$ cat src/rtl/wb_stage.sv
// Write-back stage: MEM_WB pipeline register, register-bank write port, HLT tracking and retire count.
// Latency: inputs sampled at edge n drive RegWrite/rd/wr_data after edge n; the bank commits at edge n+1.
// Backpressure: none; one instruction per cycle, and instructions arriving behind a retiring HLT are dropped.
module wb_stage (
  input  logic        clk,
  input  logic        reset,
  input  logic        mem_valid,
  input  logic        mem_regwrite,
  input  logic        mem_memtoreg,
  input  logic        mem_regdst,
  input  logic        mem_halt,
  input  logic [4:0]  mem_rd0,
  input  logic [4:0]  mem_rd1,
  input  logic [31:0] mem_alu_out,
  input  logic [31:0] mem_lmd,
  output logic        RegWrite,
  output logic [4:0]  rd,
  output logic [31:0] wr_data,
  output logic        halted,
  output logic [15:0] retire_cnt
);

  typedef enum logic {
    RUN    = 1'b0,
    HALTED = 1'b1
  } state_t;

  typedef struct packed {
    logic        valid;
    logic        regwrite;
    logic        memtoreg;
    logic        halt;
    logic [4:0]  dest;
    logic [31:0] alu_out;
    logic [31:0] lmd;
  } mem_wb_t;

  localparam logic [15:0] CNT_MAX = 16'hFFFF;

  state_t      state;
  state_t      state_nxt;
  mem_wb_t     mem_wb;
  mem_wb_t     mem_wb_nxt;
  logic [15:0] retire_cnt_q;
  logic        hlt_in_wb;
  logic        retire_en;

  // An HLT sitting in MEM_WB retires this cycle; everything behind it is squashed.
  assign hlt_in_wb = mem_wb.valid & mem_wb.halt;
  assign retire_en = mem_wb.valid & (state == RUN);

  // Next-state: RUN moves to HALTED when HLT retires; only reset leaves HALTED.
  always_comb begin
    state_nxt = state;
    case (state)
      RUN:     if (hlt_in_wb) state_nxt = HALTED;
      HALTED:  state_nxt = HALTED;
      default: state_nxt = RUN;
    endcase
  end

  // State register.
  always_ff @(posedge clk or posedge reset) begin
    if (reset) state <= RUN;
    else       state <= state_nxt;
  end

  // Next MEM_WB contents: capture MEM fields, resolve destination, squash valid behind HLT or when halted.
  always_comb begin
    mem_wb_nxt          = '0;
    mem_wb_nxt.regwrite = mem_regwrite;
    mem_wb_nxt.memtoreg = mem_memtoreg;
    mem_wb_nxt.halt     = mem_halt;
    mem_wb_nxt.dest     = mem_regdst ? mem_rd1 : mem_rd0;
    mem_wb_nxt.alu_out  = mem_alu_out;
    mem_wb_nxt.lmd      = mem_lmd;
    mem_wb_nxt.valid    = mem_valid & (state == RUN) & ~hlt_in_wb;
  end

  // MEM_WB pipeline register; reset clears every field so outputs are never X.
  always_ff @(posedge clk or posedge reset) begin
    if (reset) mem_wb <= '0;
    else       mem_wb <= mem_wb_nxt;
  end

  // Retire counter: every valid instruction retired while running, saturating at all-ones.
  always_ff @(posedge clk or posedge reset) begin
    if (reset)                                   retire_cnt_q <= '0;
    else if (retire_en && retire_cnt_q != CNT_MAX) retire_cnt_q <= retire_cnt_q + 16'd1;
  end

  // Register-bank write port and status, purely from MEM_WB and state; R0 writes are dropped.
  always_comb begin
    RegWrite   = mem_wb.valid & mem_wb.regwrite & ~mem_wb.halt &
                 (mem_wb.dest != 5'd0) & (state == RUN);
    rd         = mem_wb.dest;
    wr_data    = mem_wb.memtoreg ? mem_wb.lmd : mem_wb.alu_out;
    halted     = (state == HALTED);
    retire_cnt = retire_cnt_q;
  end

endmodule

$ cat config.mk
export PLATFORM = sky130hd
export DESIGN_NAME = wb_stage
export DESIGN_NICKNAME = d
export VERILOG_FILES = /design/src/rtl/wb_stage.sv
export SDC_FILE = /design/constraint.sdc
export NUM_CORES = 1
export LEC_CHECK = 0
export CAP_MARGIN = 25
export CORE_AREA = 3 3 89 91
export CTS_CLUSTER_SIZE = 24
export DETAILED_ROUTE_END_ITERATION = 12
export DIE_AREA = 0 0 92 94
export GPL_ROUTABILITY_DRIVEN = 0
export PLACE_DENSITY_LB_ADDON = 0.25
export RECOVER_POWER = 25
export SYNTH_ARGS = -nofsm -noshare
export SYNTH_HDL_FRONTEND = slang
export SYNTH_SLANG_ARGS = --single-unit
$ cat constraint.sdc
create_clock -name clk -period 6.5 [get_ports clk]
set_input_delay 1.3 -clock clk [delete_from_list [all_inputs] [get_ports clk]]
set_output_delay 1.3 -clock clk [all_outputs]
set_load 0.005 [all_outputs]
==> flow_summary.yaml <==
synth:
  syn-num-nets: 282
  ys_seq_elements: 90
  yosysUniqueCellTypes: 34
  ys_warn_count: 0
  ys.flop_type: "dfrtp_1"
  avgSynthCellArea_sq_um: 15.89
  synth-seq-area-share_pct: 70.87
  synth_cells: 200
  syn_area_sq_mm: 0.003178
  synth_edf_count: 0
  async_flop_share_pct: 100.0
placed_design:
  portBuffers: 135
  dp_slack_ns: 3.626
  placed_area_sq_mm: 0.004617
  dp_hpwl_mm: 4.979
drt:
  drt_iter0_markers: 20
  num_vias: 2090
  via_per_inst: 4.718
  drt-total-wl_mm: 6.773
  drc: 0
  ant_nets: 0
  dr.pass1.iters: 4
  routedWlPerCell_um: 15.29
cells_and_area:
  multi_input_area_sq_um: 862.1
  final_common_cell: "dfrtp_1"
  nNetsFinal: 422
  stdcell_area_sq_mm: 0.004806
  area_growth_pct: 51.22
  seqCellArea_sq_mm: 0.002252
  final.fill_count: 559
  drive_above_1_share_pct: 18.08
  most-common-layout-cells: "90 x dfrtp_1, 86 x clkdlybuf4s50_1, 49 x dlygate4sd3_1, 39 x mux2_2, 10 x clkbuf_8"
clock_tree:
  cts_resized: 0
  clock_latency_ns: 0.34
  clock-sinks: 90
  numCtsBuffers: 9
  cts_hold_buffers: 0
  cts.root.buffer_cell: "clkbuf_8"
  clkTransAtPathRegs_ns: 0.08
  cts_setup_buffers: 0
  clk_path_buf_depth: 2
  cts_tree: "yes"
  htree_levels: 3
setup_path:
  crit_arrival_ns: 1.91
  cp-start-kind: "register"
  regToRegEndpoint: "retire_cnt[1]"
  regToRegStartpoint: "retire_cnt[0]"
  reg2reg_slack_ns: 4.68
  crit_path_max_fanout: 32
  crit_type: "reg2out"
  required_ns: 5.20
  cp-end-kind: "primary output"
  worstRegToRegCells: 5
floorplanning:
  core.rowCount: 31
  die_w_um: 92
  fp.dieArea_sq_mm: 0.008648
  die-height_um: 94
  io_pins: 136
  start_util_pct: 44.05
  core_sq_mm: 0.007214
grt:
  grt_pass1_wl_mm: 10.78
  grt_max_degree: 82
  grt.overflow.total: 0
  antenna_found_initial: 1
  gr-usage-all-layers_pct: 16.61
  first_global_vias: 2297
sta:
  worstMarginPinSlew_ns: 0.4290
  clock.fmax_mhz: 311.6
  postLayoutSetupSlackWorst_ns: 3.291
  tns_ns: 0
  min_period_ns: 3.209
  hold_viol: 0
  slew_headroom_pct: 71.22
  rsz0062_at_grt: "no"
  drv_slew: 0
  fin_skew_ns: 0.007230
  final-setup-viol-count: 0
  post-route-period-util_pct: 49.37
power_and_ir_drop:
  p_per_area_mw_per_mm2: 228.5
  p_leak_nw: 2.055
  worst_ir_drop_vdd_v: 0.0001511
run:
  cap_violations: 0
outcome:
  status: "finished, final reports clean"
worst_hold_path:
  whs_path_depth: 1
  hold_start: "mem_wb[69]"
  hold_path.class: "reg2reg"
  hold_path_end: "halted"
-- metal layers --
metal,vias up,part of all wire (%),global-route usage [%],routed length (um)
met1,1026,38,18.17,2565
met4,0,1.3,5.569,87
met2,91,51,28.04,3466
li1,965,-,-,-
met5,-,0,0,0
met3,8,9.7,8.413,654
-- Yosys cell counts, types with 3 or more instances --
| cell | instances | area, sq um |
|---|---|---|
| xnor2_1 | 3 | 26.28 |
| buf_4 | 5 | 37.54 |
| nor3_1 | 3 | 15.01 |
| mux2_2 | 39 | 439.2 |
| nand3_1 | 4 | 20.02 |
| inv_1 | 3 | 11.26 |
| buf_1 | 3 | 11.26 |
| nand4_1 | 5 | 31.28 |
| nand2_1 | 6 | 22.52 |
| dfrtp_1 | 90 | 2252 |
| xor2_1 | 7 | 61.31 |
| nor2_1 | 4 | 15.01 |
| a21oi_1 | 3 | 15.01 |
-- flip-flops by register name, summed over array words and instances, names as in the netlist --
register    cells
retire_cnt     16
rd              5
mem_wb         68
halted          1
-- power breakdown --
part	leakage, nW	internal [mW]	switching (mW)
Combinational	0.893	0.112	0.0494
Sequential	1.08	0.593	0.0217
Clock	0.0811	0.144	0.177
Total	2.05	0.850	0.248
-- cells by family after synthesis --
group	count (synthesis)	share of synthesized area [%]
xor+xnor	10	2.756
flops	90	70.87
simple gates	37	7.480
compound gates	9	1.890
fa+ha+maj	1	0.3936
mux	41	14.61
buf+inv	12	2.008
-- final cells by class --
class	count	area share (%)
sequential	90	46.86
timing repair buffer	138	29.00
multi-input combinational	98	17.94
clock buffer	11	2.942
tap	99	2.577
clock inverter	3	0.3645
inverter	3	0.2603
antenna	1	0.05207
-- worst max path at each step --
stage | start | to | slack, ns | cells after the start
2_1_floorplan | reset | halted | 2.86 | 1
3_3_place_gp | mem_wb[70] | wr_data[0] | 3.62 | 3
6_report | mem_wb[70] | wr_data[27] | 3.29 | 3
4_1_cts | mem_wb[70] | wr_data[21] | 3.23 | 3
3_5_place_dp | mem_wb[70] | wr_data[21] | 3.63 | 3
5_1_grt | mem_wb[70] | wr_data[31] | 3.16 | 3
-- stage by stage --
| stage | power, mW | instances | hold slack [ns] | utilization [%] |
|---|---|---|---|---|
| 2_1_floorplan | 0.6785 | 200 | 0.4711 | - |
| 3_3_place_gp | 0.7893 | 427 | 0.4929 | 64.00 |
| 3_5_place_dp | 0.7944 | 427 | 0.4922 | 64.00 |
| 4_1_cts | 1.122 | 441 | 0.5079 | 66.20 |
| 5_1_grt | 1.157 | 443 | 0.5380 | 66.61 |
| 6_report | 1.098 | 443 | 0.5121 | 66.61 |
-- worst max-delay path, cell delays in order, from the launching register on --
cell,delay [ns]
dfrtp_1,0.33
buf_4,0.39
mux2_2,0.39
clkdlybuf4s50_1,0.46
Note: power is estimated with default switching activity, not from simulation.
